<file path="config.mk">
export PLATFORM = sky130hd
export DESIGN_NAME = regfile_wb_arbiter
export DESIGN_NICKNAME = d
export VERILOG_FILES = /design/src/rtl/regfile_wb_arbiter.sv
export SDC_FILE = /design/constraint.sdc
export NUM_CORES = 1
export LEC_CHECK = 0
export ABC_AREA = 1
export CAP_MARGIN = 20
export CORE_MARGIN = 2
export CORE_UTILIZATION = 47
export CTS_BUF_LIST = sky130_fd_sc_hd__clkbuf_16
export DETAILED_ROUTE_END_ITERATION = 12
export GPL_TIMING_DRIVEN = 0
export PLACE_DENSITY = 0.85
export SYNTH_ARGS = -nofsm -noshare
export SYNTH_HDL_FRONTEND = slang
export SYNTH_SLANG_ARGS = --single-unit
</file>
<file path="constraint.sdc">
create_clock -name clk -period 3.2 [get_ports clk]
set_clock_uncertainty 0.05 [all_clocks]
set_input_delay 0.32 -clock clk [delete_from_list [all_inputs] [get_ports clk]]
set_output_delay 0.32 -clock clk [all_outputs]
set_load 0.1 [all_outputs]
</file>
<file path="src/rtl/regfile_wb_arbiter.sv">
// rtl/regfile_wb_arbiter.sv - round-robin writeback arbiter for the 16x16 register-file write port
//
// Purpose: shares the single register-file write port between requester 0
// (ALU result) and requester 1 (load data). Each requester uses a valid/ready
// handshake; an accepted request is staged into a registered write stage
// (regWr/rw/busW) one cycle later.
//
// Optional feature: define REGFILE_WB_BYPASS_EN to add read forwarding from the
// staged write to the two register-file read buses.
//
// Ports:
//   clk, rst_n               clock (rising edge), asynchronous active-low reset
//   hold                     freeze: no new grants while high
//   req0_valid/addr/data     ALU writeback request; req0_ready = accepted this cycle
//   req1_valid/addr/data     load writeback request; req1_ready = accepted this cycle
//   regWr, rw, busW          registered register-file write enable/address/data
//   wr_count                 saturating count of writes issued to the register file
//   rs, rt                   (bypass only) read addresses
//   busA_rf, busB_rf         (bypass only) register-file read data
//   busA_fwd, busB_fwd       (bypass only) read data with forwarding applied

module regfile_wb_arbiter #(
    parameter int DATA_W      = 16,
    parameter int ADDR_W      = 4,
    parameter int ZERO_REG_RO = 1,
    parameter int CNT_W       = 16
) (
    input  logic              clk,
    input  logic              rst_n,
    input  logic              hold,
    input  logic              req0_valid,
    input  logic [ADDR_W-1:0] req0_addr,
    input  logic [DATA_W-1:0] req0_data,
    output logic              req0_ready,
    input  logic              req1_valid,
    input  logic [ADDR_W-1:0] req1_addr,
    input  logic [DATA_W-1:0] req1_data,
    output logic              req1_ready,
    output logic              regWr,
    output logic [ADDR_W-1:0] rw,
    output logic [DATA_W-1:0] busW,
    output logic [CNT_W-1:0]  wr_count
`ifdef REGFILE_WB_BYPASS_EN
    ,
    input  logic [ADDR_W-1:0] rs,
    input  logic [ADDR_W-1:0] rt,
    input  logic [DATA_W-1:0] busA_rf,
    input  logic [DATA_W-1:0] busB_rf,
    output logic [DATA_W-1:0] busA_fwd,
    output logic [DATA_W-1:0] busB_fwd
`endif
);

    // rrPtr names the requester that wins the next contested cycle.
    logic              rrPtr;
    logic              grant0;
    logic              grant1;
    logic              xfer;
    logic              issue;
    logic              zeroDest;
    logic [ADDR_W-1:0] selAddr;
    logic [DATA_W-1:0] selData;

    always_comb begin
        grant0 = 1'b0;
        grant1 = 1'b0;
        if (!hold) begin
            if (req0_valid && req1_valid) begin
                grant0 = !rrPtr;
                grant1 = rrPtr;
            end else begin
                grant0 = req0_valid;
                grant1 = req1_valid;
            end
        end
    end

    assign req0_ready = grant0;
    assign req1_ready = grant1;
    assign xfer       = grant0 | grant1;
    assign selAddr    = grant1 ? req1_addr : req0_addr;
    assign selData    = grant1 ? req1_data : req0_data;

    // Writes to $0 are accepted (handshake completes, pointer moves) but never
    // reach the register file, so they are not counted either.
    assign zeroDest   = (ZERO_REG_RO != 0) && (selAddr == '0);
    assign issue      = xfer && !zeroDest;

    always_ff @(posedge clk or negedge rst_n) begin
        if (!rst_n) begin
            regWr    <= 1'b0;
            rw       <= '0;
            busW     <= '0;
            wr_count <= '0;
            rrPtr    <= 1'b0;
        end else begin
            regWr <= issue;
            if (xfer) begin
                rw    <= selAddr;
                busW  <= selData;
                // After serving requester k the other one is preferred.
                rrPtr <= grant0;
            end
            if (issue && (wr_count != {CNT_W{1'b1}})) begin
                wr_count <= wr_count + CNT_W'(1);
            end
        end
    end

`ifdef REGFILE_WB_BYPASS_EN
    logic fwdA;
    logic fwdB;

    assign fwdA     = regWr && (rw == rs) && !((ZERO_REG_RO != 0) && (rs == '0));
    assign fwdB     = regWr && (rw == rt) && !((ZERO_REG_RO != 0) && (rt == '0));
    assign busA_fwd = fwdA ? busW : busA_rf;
    assign busB_fwd = fwdB ? busW : busB_rf;
`endif

endmodule

</file>
# Word level (Yosys, flattened, before mapping)
# Cells that the tools add are included.
# W data, S select, Z words.
# classes
addsub,1
eq_ne,1
mux,6
bitwise_logic,1
n_reduce_logical,6
# op_table
cell,count
$add A16 B1 Y16 const B,1
$mux W16,1
$ne A16 B16 Y1 const B,1
$logic_not A4 Y1,1
$mux W1,4
$mux W4,1
$logic_and A1 B1 Y1,3
$logic_not A1 Y1,2
$or A1 B1 Y1,1
# totals
regBits,38
input_bits,45
out_inout_bits,39
elab_cells,20

# Logic depth before layout (Yosys ltp)
# Gate-level depths: netlist of run 1.
# depth
word_depth,8
depth_mapped,12
depth_no_buf,10

# Worst setup path after synthesis of run 1
# No wires, ideal clock.
# synth_timing
kind,reg2reg
start,reg rrPtr
end,reg busW[10]
t_arrival_ps,2715
required_time_ps,3021
slack_ps,307
path_stages_with_launch,7
synth_period_minus_slack_ps,2893
cell_sequence,dfrtp_1 -> a21oi_1 -> inv_1 -> nand2_2 -> buf_4 -> buf_2 -> a31oi_1
# synth_between
elab_chain_cells,4
# synth_rtl
element,line_no,source
"start, declared",55,logic rrPtr;
"start signal, assigned",102,rrPtr <= grant0;
$logic_not A1 Y1,69,grant0 = !rrPtr;
$mux W1,68,if (req0_valid && req1_valid) begin
$mux W1,67,if (!hold) begin
named net req0_ready,34,"output logic req0_ready,"
$or A1 B1 Y1,80,assign xfer = grant0 | grant1;
"end signal, assigned",100,busW <= selData;
"end, declared",41,"output logic [DATA_W-1:0] busW,"
# The timed path passes the listed nets, and every way through them passes these cells.
# A chain may end at the register's enable or synchronous reset.

# Worst setup path after layout of run 1
# layout_timing
start,in req1_valid
end,out req1_ready
# layout_between
elab_chain_cells,3
# layout_rtl
element,line_no,source
"start, declared",35,"input logic req1_valid,"
$logic_and A1 B1 Y1,68,
$mux W1 (*),68,
$mux W1 (*),67,
"end, declared",38,"output logic req1_ready,"
# Mark *: on every way between the ends. The rest lies on a longest branch, timed or not.

==> reports/results.txt, run 1 <==
status: completed
post-synthesis net count: 326
switching power of the nets: 1.09 mW
clk buf depth: 2
Die Area: 5180 sq um
initial DRC count: 126
Critical Path Max Stage Delay: 0.88 ns
CP Capture Type: primary output
sequential element share of the synthesized area: 43.8%
share of the cycle needed by the critical path after routing: 90.8%
Filler cells: 337
Routed WL: 5850 um
highest achievable clock rate: 344 MHz
Worst Path Class, Setup: in2out
average routed wire per standard cell: 13.8 um
synthesized-area fraction occupied by xor and xnor cells: 2.42%
setup repair after global routing missed its margin: false
fraction of power consumed by combinational cells: 45.7%
post-layout utilization of the core: 73.7%
number of nets with antenna violations after detailed routing: 0
Register-to-Register Setup Slack: 1.23 ns
Design Power: 2.38 mW
hold crit path type: in2async
DR WL met2: 3050 um
Seq pwr share: 27.2%
# Post-CTS Setup Buffers: 0
path depth of the worst reg2reg path: 7
post-route DRC violation count: 0
# port buffers: 83
Max rail drop VDD: 0.407 mV
initial core utilization: 49.2%
post-synthesis area per instance: 7.75 sq um
leakage power: 1.44 nW
cell types with the largest area share after synthesis: dfrtp_1, nand2_1, a31oi_1, nand4_1, nor2_1
Synth Area in Compound Gates: 7.32%
ratio of routed vias to standard cells: 5.34
post-route cell area: 3250 sq um
Slew Limit Headroom: 33.0%
warnings from Yosys: 0
worst flop-to-flop path endpoint: wr_count[12]$_DFFE_PN0P_
DR pass1 iterations: 4
summed instance area of the synthesized netlist: 2170 sq um
Finish-stage setup viols: 0
via count of the first global-routing pass: 2,284
combinational family with the most area after synthesis: simple AND/OR/NAND/NOR gates
TritonCTS buffer count: 5
sum of met3 wire segment lengths after detailed routing: 534 um
Worst EP required: 2.83 ns
multiplexer area fraction after synthesis: 0%
Internal: 1.29 mW
Clock Sinks: 38
largest net degree at the start of global routing: 39
instance area after placement: 3060 sq um
clock network power share: 27.1%
antenna fix cells: 0
Via Count: 2,258
share of post-route cells with drive strength above 1: 12.4%
Setup Total Neg Slack: 0 ns
async set-reset flop share out of synthesis: 100%
global-route wire length before repair: 9980 um
placed wire-length estimate after detailed placement: 4330 um
top routing layer in use: met4
TritonCTS clock tree: built
leading register cell type out of synthesis: dfrtp_1
overall routing resource usage: 24.5%
count of endpoints failing hold in the final timing report: 0
number of max-capacitance violations reported: 0
Clock Pin Slew Worst Setup and Hold Paths: 0.06 ns
Min Clock Period, post-route: 2.91 ns
actual transition at the worst max-transition pin: 1.00 ns
power density of the placed cells: 730 nW/um^2
area share of the largest cell type after synthesis: 43.8%
Clock H-tree levels: 2
horizontal extent of the die: 72.0 um
Crit-path slowest cell: dlygate4sd2_1
critical path launch point type: primary input
CTS Root Cell: clkbuf_16
flip-flop and latch area: 951 sq um
insertion delay of the later-clocked pin in the worst-skew pair: 0.28 ns
adder-cell share of the synthesized area: 0.576%
metal1 wirelength: 2180 um
floorplan core area: 4410 sq um
boundary pin count: 84
worst hold slack: 0.0966 ns
number of unique standard cell types used by synthesis: 27
height of the chip: 72.0 um
startpoint of the worst register-to-register path: wr_count[0]$_DFFE_PN0P_
CTS hold repair buffers: 0
Sw Ratio: 45.8%
multi-input logic area: 1070 sq um
maximum net fanout on the critical path: 10
count of flip-flops with a built-in enable after synthesis: 0
start point of the critical path: req1_valid
number of placement rows: 24
Final Net Count: 416
capture point of the worst path: req1_ready
total congestion overflow after global routing: 0
final slew viol count: 0
number of antenna violations at the first check in global routing: 0
signal arrival time at the worst endpoint: 2.54 ns
weighted congestion reported at the end of routability-driven placement: 0.869
FF+latch count, synth: 38
cell count after synthesis: 280
simple-gate share of the synthesized area: 39.1%
# resized after CTS: 1
cells along the critical path: clkdlybuf4s50_1, inv_2, nor2_4, nand2_4, buf_6, clkinv_1, buf_2, dlygate4sd2_1
post-synthesis cell type with the largest combined area: dfrtp_1
Area growth syn-to-layout: 49.9%
[layout by cell type (no fill, tap or decap), drive strengths merged, types with 2 or more instances in the layout]
master / netlist / final
nand2: 106 / 106
clkdlybuf4s50: 0 / 81
dfrtp: 38 / 38
nor2: 38 / 38
nand4: 22 / 22
a31oi: 21 / 21
inv: 16 / 16
nand3: 14 / 14
buf: 11 / 12
clkbuf: 1 / 6
xnor2: 4 / 4
a21oi: 2 / 2
xor2: 2 / 2
o21ai: 2 / 2
bufinv: 0 / 2
clkinv: 1 / 2
[cell usage after synthesis, types with 2 or more instances]
cell type,count
nand2_4,3
inv_2,2
nor2_1,33
a31oi_1,21
o21ai_0,2
xnor2_1,4
nor2_4,2
nand2_2,13
dfrtp_1,38
nand4_1,21
a21oi_1,2
nand3_1,12
xor2_1,2
inv_1,14
nor2_2,3
buf_2,8
nand2_1,90
[critical path, delay by kind of cell]
kind	cells	cell delay, ns
AND/OR/NAND/NOR	2	0.22
buffers and inverters	6	1.99
[stage by stage]
stage / setup slack [ns] / instances
after floorplan: 0.307 / 280
after global routing: 0.191 / 423
after detailed placement: 0.00408 / 415
after CTS: 0.287 / 423
final: 0.294 / 423
after global placement: 0.0179 / 415
[metal layers]
metal  global-route usage, %  vias to the layer above
li1                        -                     1108
met1                    26.5                     1032
met2                    44.7                      107
met3                    8.89                       11
met4                    7.13                        0
met5                       0                        -
[how the worst min path moves through the flow]
stage | startpoint | endpoint | cells past startpoint
6_report | rst_n | wr_count[9]$_DFFE_PN0P_ | 1
4_1_cts | rst_n | wr_count[4]$_DFFE_PN0P_ | 1
5_1_grt | rst_n | wr_count[9]$_DFFE_PN0P_ | 1
3_3_place_gp | busW[8]$_DFFE_PN0P_ | busW[8]$_DFFE_PN0P_ | 2
2_1_floorplan | rst_n | busW[0]$_DFFE_PN0P_ | 0
3_5_place_dp | rst_n | wr_count[4]$_DFFE_PN0P_ | 1
[logic make-up after synthesis]
| logic type | count (synthesis) |
|---|---|
| AND/OR/NAND/NOR | 180 |
| flip-flops | 38 |
| buffers and inverters | 29 |
| AO/OA/AOI/OAI | 26 |
| XOR/XNOR | 6 |
| adder cells (fa/ha/maj) | 1 |
[power by group through the flow]
| stage | sequential (mW) | clock [mW] | combinational [mW] |
|---|---|---|---|
| 6_report | 0.646 | 0.643 | 1.09 |
| 5_1_grt | 0.655 | 0.669 | 1.13 |
| 4_1_cts | 0.645 | 0.651 | 1.09 |
| 3_5_place_dp | 0.651 | 0 | 1.09 |
| 3_3_place_gp | 0.646 | 0 | 1.08 |
| 2_1_floorplan | 1.23 | 0 | 0.211 |
[flip-flops by register name, summed over array words and instances, names as in the netlist]
register and count:
regWr 1, rw 4, wr_count 16, busW 16, rrPtr 1
[area by class of cell]
class                      count  area share [%]
inverter                      17            1.96
clock buffer                   5            3.84
clock inverter                 3            2.11
timing repair buffer          83            25.3
buffer                        12            2.54
sequential                    38            29.2
tap                           52            2.00
multi-input combinational    213            33.0
No activity file was read; power rests on OpenSTA's default activity.
==> inputs of run 2 (changes only) <==
- CORE_MARGIN: 2 -> unset
==> run 2 against run 1 <==
  * Cell count unchanged
  * Critical path depth unchanged
  * Clock-buffer cell count unchanged
  * Largest power group unchanged
  * Hold slack better by 0.0020 ns
  * Die area down 5.5%
  * Power down 7.6%
  * Fmax down 0.96%
  * Sequential power down 0.6%
  * Register-to-register slack better by 0.06 ns
  * Via count down 1.9%
==> reports/results.txt, run 2 (synthesis results as in run 1) <==
Seq pwr share: 29.3%
CTS hold repair buffers: 0
highest-count cells in the layout ignoring fill and taps: nand2_1, clkdlybuf4s50_1, dfrtp_1
instance count after placement with tap cells included: 415
critical path launch point type: primary input
power density of the placed cells: 686 nW/um^2
Clock Pin Slew Worst Setup and Hold Paths: 0.06 ns
CP Capture Type: primary output
Finish-stage setup viols: 0
overall routing resource usage: 25.2%
share of post-route cells with drive strength above 1: 11.9%
instance area after placement: 3060 sq um
number of antenna violations at the first check in global routing: 0
Sw Ratio: 48.9%
number of nets with antenna violations after detailed routing: 0
Worst EP required: 2.83 ns
average routed wire per standard cell: 13.3 um
count of endpoints failing hold in the final timing report: 0
Clock H-tree levels: 2
top flop regs: busW x16, wr_count x16, rw x4
number of standard cells in the layout, taps in and fillers out: 423
# Post-CTS Setup Buffers: 0
switching power of the nets: 1.07 mW
TritonCTS clock tree: built
# resized after CTS: 1
signal arrival time at the worst endpoint: 2.56 ns
hold crit path type: in2async
Routed WL: 5620 um
Worst Path Class, Setup: in2out
setup repair after global routing missed its margin: false
leakage power: 1.42 nW
post-layout utilization of the core: 72.9%
global-route wire length before repair: 9940 um
TritonCTS buffer count: 5
status: completed
Clock Sinks: 38
Final Net Count: 416
fraction of power consumed by combinational cells: 49.5%
flip-flop and latch area: 951 sq um
DR pass1 iterations: 4
post-route DRC violation count: 0
multi-input logic area: 1070 sq um
initial DRC count: 168
leading cell type in the layout, fill and taps excluded: nand2_1
Min Clock Period, post-route: 2.93 ns
Filler cells: 371
number of max-capacitance violations reported: 0
Max rail drop VDD: 0.615 mV
Slew Limit Headroom: 32.1%
maximum net fanout on the critical path: 10
antenna fix cells: 0
share of the cycle needed by the critical path after routing: 91.7%
horizontal extent of the die: 70.0 um
Internal: 1.12 mW
ratio of routed vias to standard cells: 5.24
Setup Total Neg Slack: 0 ns
initial core utilization: 49.5%
clock network power share: 21.2%
clk buf depth: 2
total congestion overflow after global routing: 0
path depth of the worst reg2reg path: 7
Via Count: 2,216
placed wire-length estimate after detailed placement: 4180 um
Design Power: 2.19 mW
number of placement rows: 24
post-route cell area: 3200 sq um
highest achievable clock rate: 341 MHz
height of the chip: 70.0 um
Area growth syn-to-layout: 47.3%
boundary pin count: 84
Die Area: 4890 sq um
floorplan core area: 4380 sq um
insertion delay of the later-clocked pin in the worst-skew pair: 0.28 ns
weighted congestion reported at the end of routability-driven placement: 0.890
CTS Root Cell: clkbuf_16
largest net degree at the start of global routing: 39
actual transition at the worst max-transition pin: 1.02 ns
# port buffers: 83
via count of the first global-routing pass: 2,251
final slew viol count: 0
## run 2: cell count changes in the layout (fill, tap and decap cells not counted)
cell       delta
inv_1         +1
bufinv_16     -2
clkinv_2      +1
clkinv_1      +1
clkinv_4      -1
## run 2: per-stage QoR
step | setup slack (ns) | hold WS, ns
2_1_floorplan | 0.307 | -0.0256
3_3_place_gp | 0.0161 | 0.479
3_5_place_dp | -0.0134 | 0.421
4_1_cts | 0.269 | 0.132
5_1_grt | 0.190 | 0.177
6_report | 0.266 | 0.0986
## run 2: cell type report
| type | instances | area share, % |
|---|---|---|
| Clock inverter | 3 | 0.391 |
| Buffer | 12 | 2.58 |
| Inverter | 17 | 2.00 |
| Tap cell | 52 | 2.03 |
| Multi-Input combinational cell | 213 | 33.6 |
| Sequential cell | 38 | 29.7 |
| Clock buffer | 5 | 3.91 |
| Timing Repair Buffer | 83 | 25.8 |
## run 2: worst max-delay path, cell delays in order
cell and delay (ns):
clkdlybuf4s50_1 0.50, inv_2 0.05, nor2_4 0.15, nand2_4 0.08, buf_6 0.15, clkinv_1 0.16
buf_2 0.26, dlygate4sd2_1 0.88
## run 2: worst paths after layout
path / slack [ns] / end / startpoint
setup / recovery: 0.27 / req1_ready / req1_valid
hold / removal: 0.1 / wr_count[4]$_DFFE_PN0P_ / rst_n
setup reg to reg: 1.29 / wr_count[2]$_DFFE_PN0P_ / wr_count[0]$_DFFE_PN0P_
hold reg to reg: 0.50 / busW[4]$_DFFE_PN0P_ / busW[4]$_DFFE_PN0P_
max in group asynchronous: 2.47 / wr_count[14]$_DFFE_PN0P_ / rst_n
min in group clk: 0.50 / busW[4]$_DFFE_PN0P_ / busW[4]$_DFFE_PN0P_
## run 2: metal layers
layer | vias up | GRT usage [%] | wire length (um)
met5 | - | 0 | 0
li1 | 1107 | - | -
met2 | 80 | 44.9 | 2860
met3 | 14 | 8.80 | 496
met1 | 1015 | 28.0 | 2150
met4 | 0 | 7.78 | 106
## run 2: power by group through the flow
stage	Clock (mW)	Sequential (mW)	Combinational [mW]
after floorplan	0	1.23	0.211
after global placement	0	0.647	1.08
after CTS	0.468	0.643	1.09
after global routing	0.488	0.656	1.14
after detailed placement	0	0.651	1.08
final	0.465	0.642	1.09
==> inputs of run 3 (changes only) <==
- CAP_MARGIN: 20 -> unset
==> results of run 3 <==
Same layout as run 2: the final DEF is identical, and so are final timing and power.
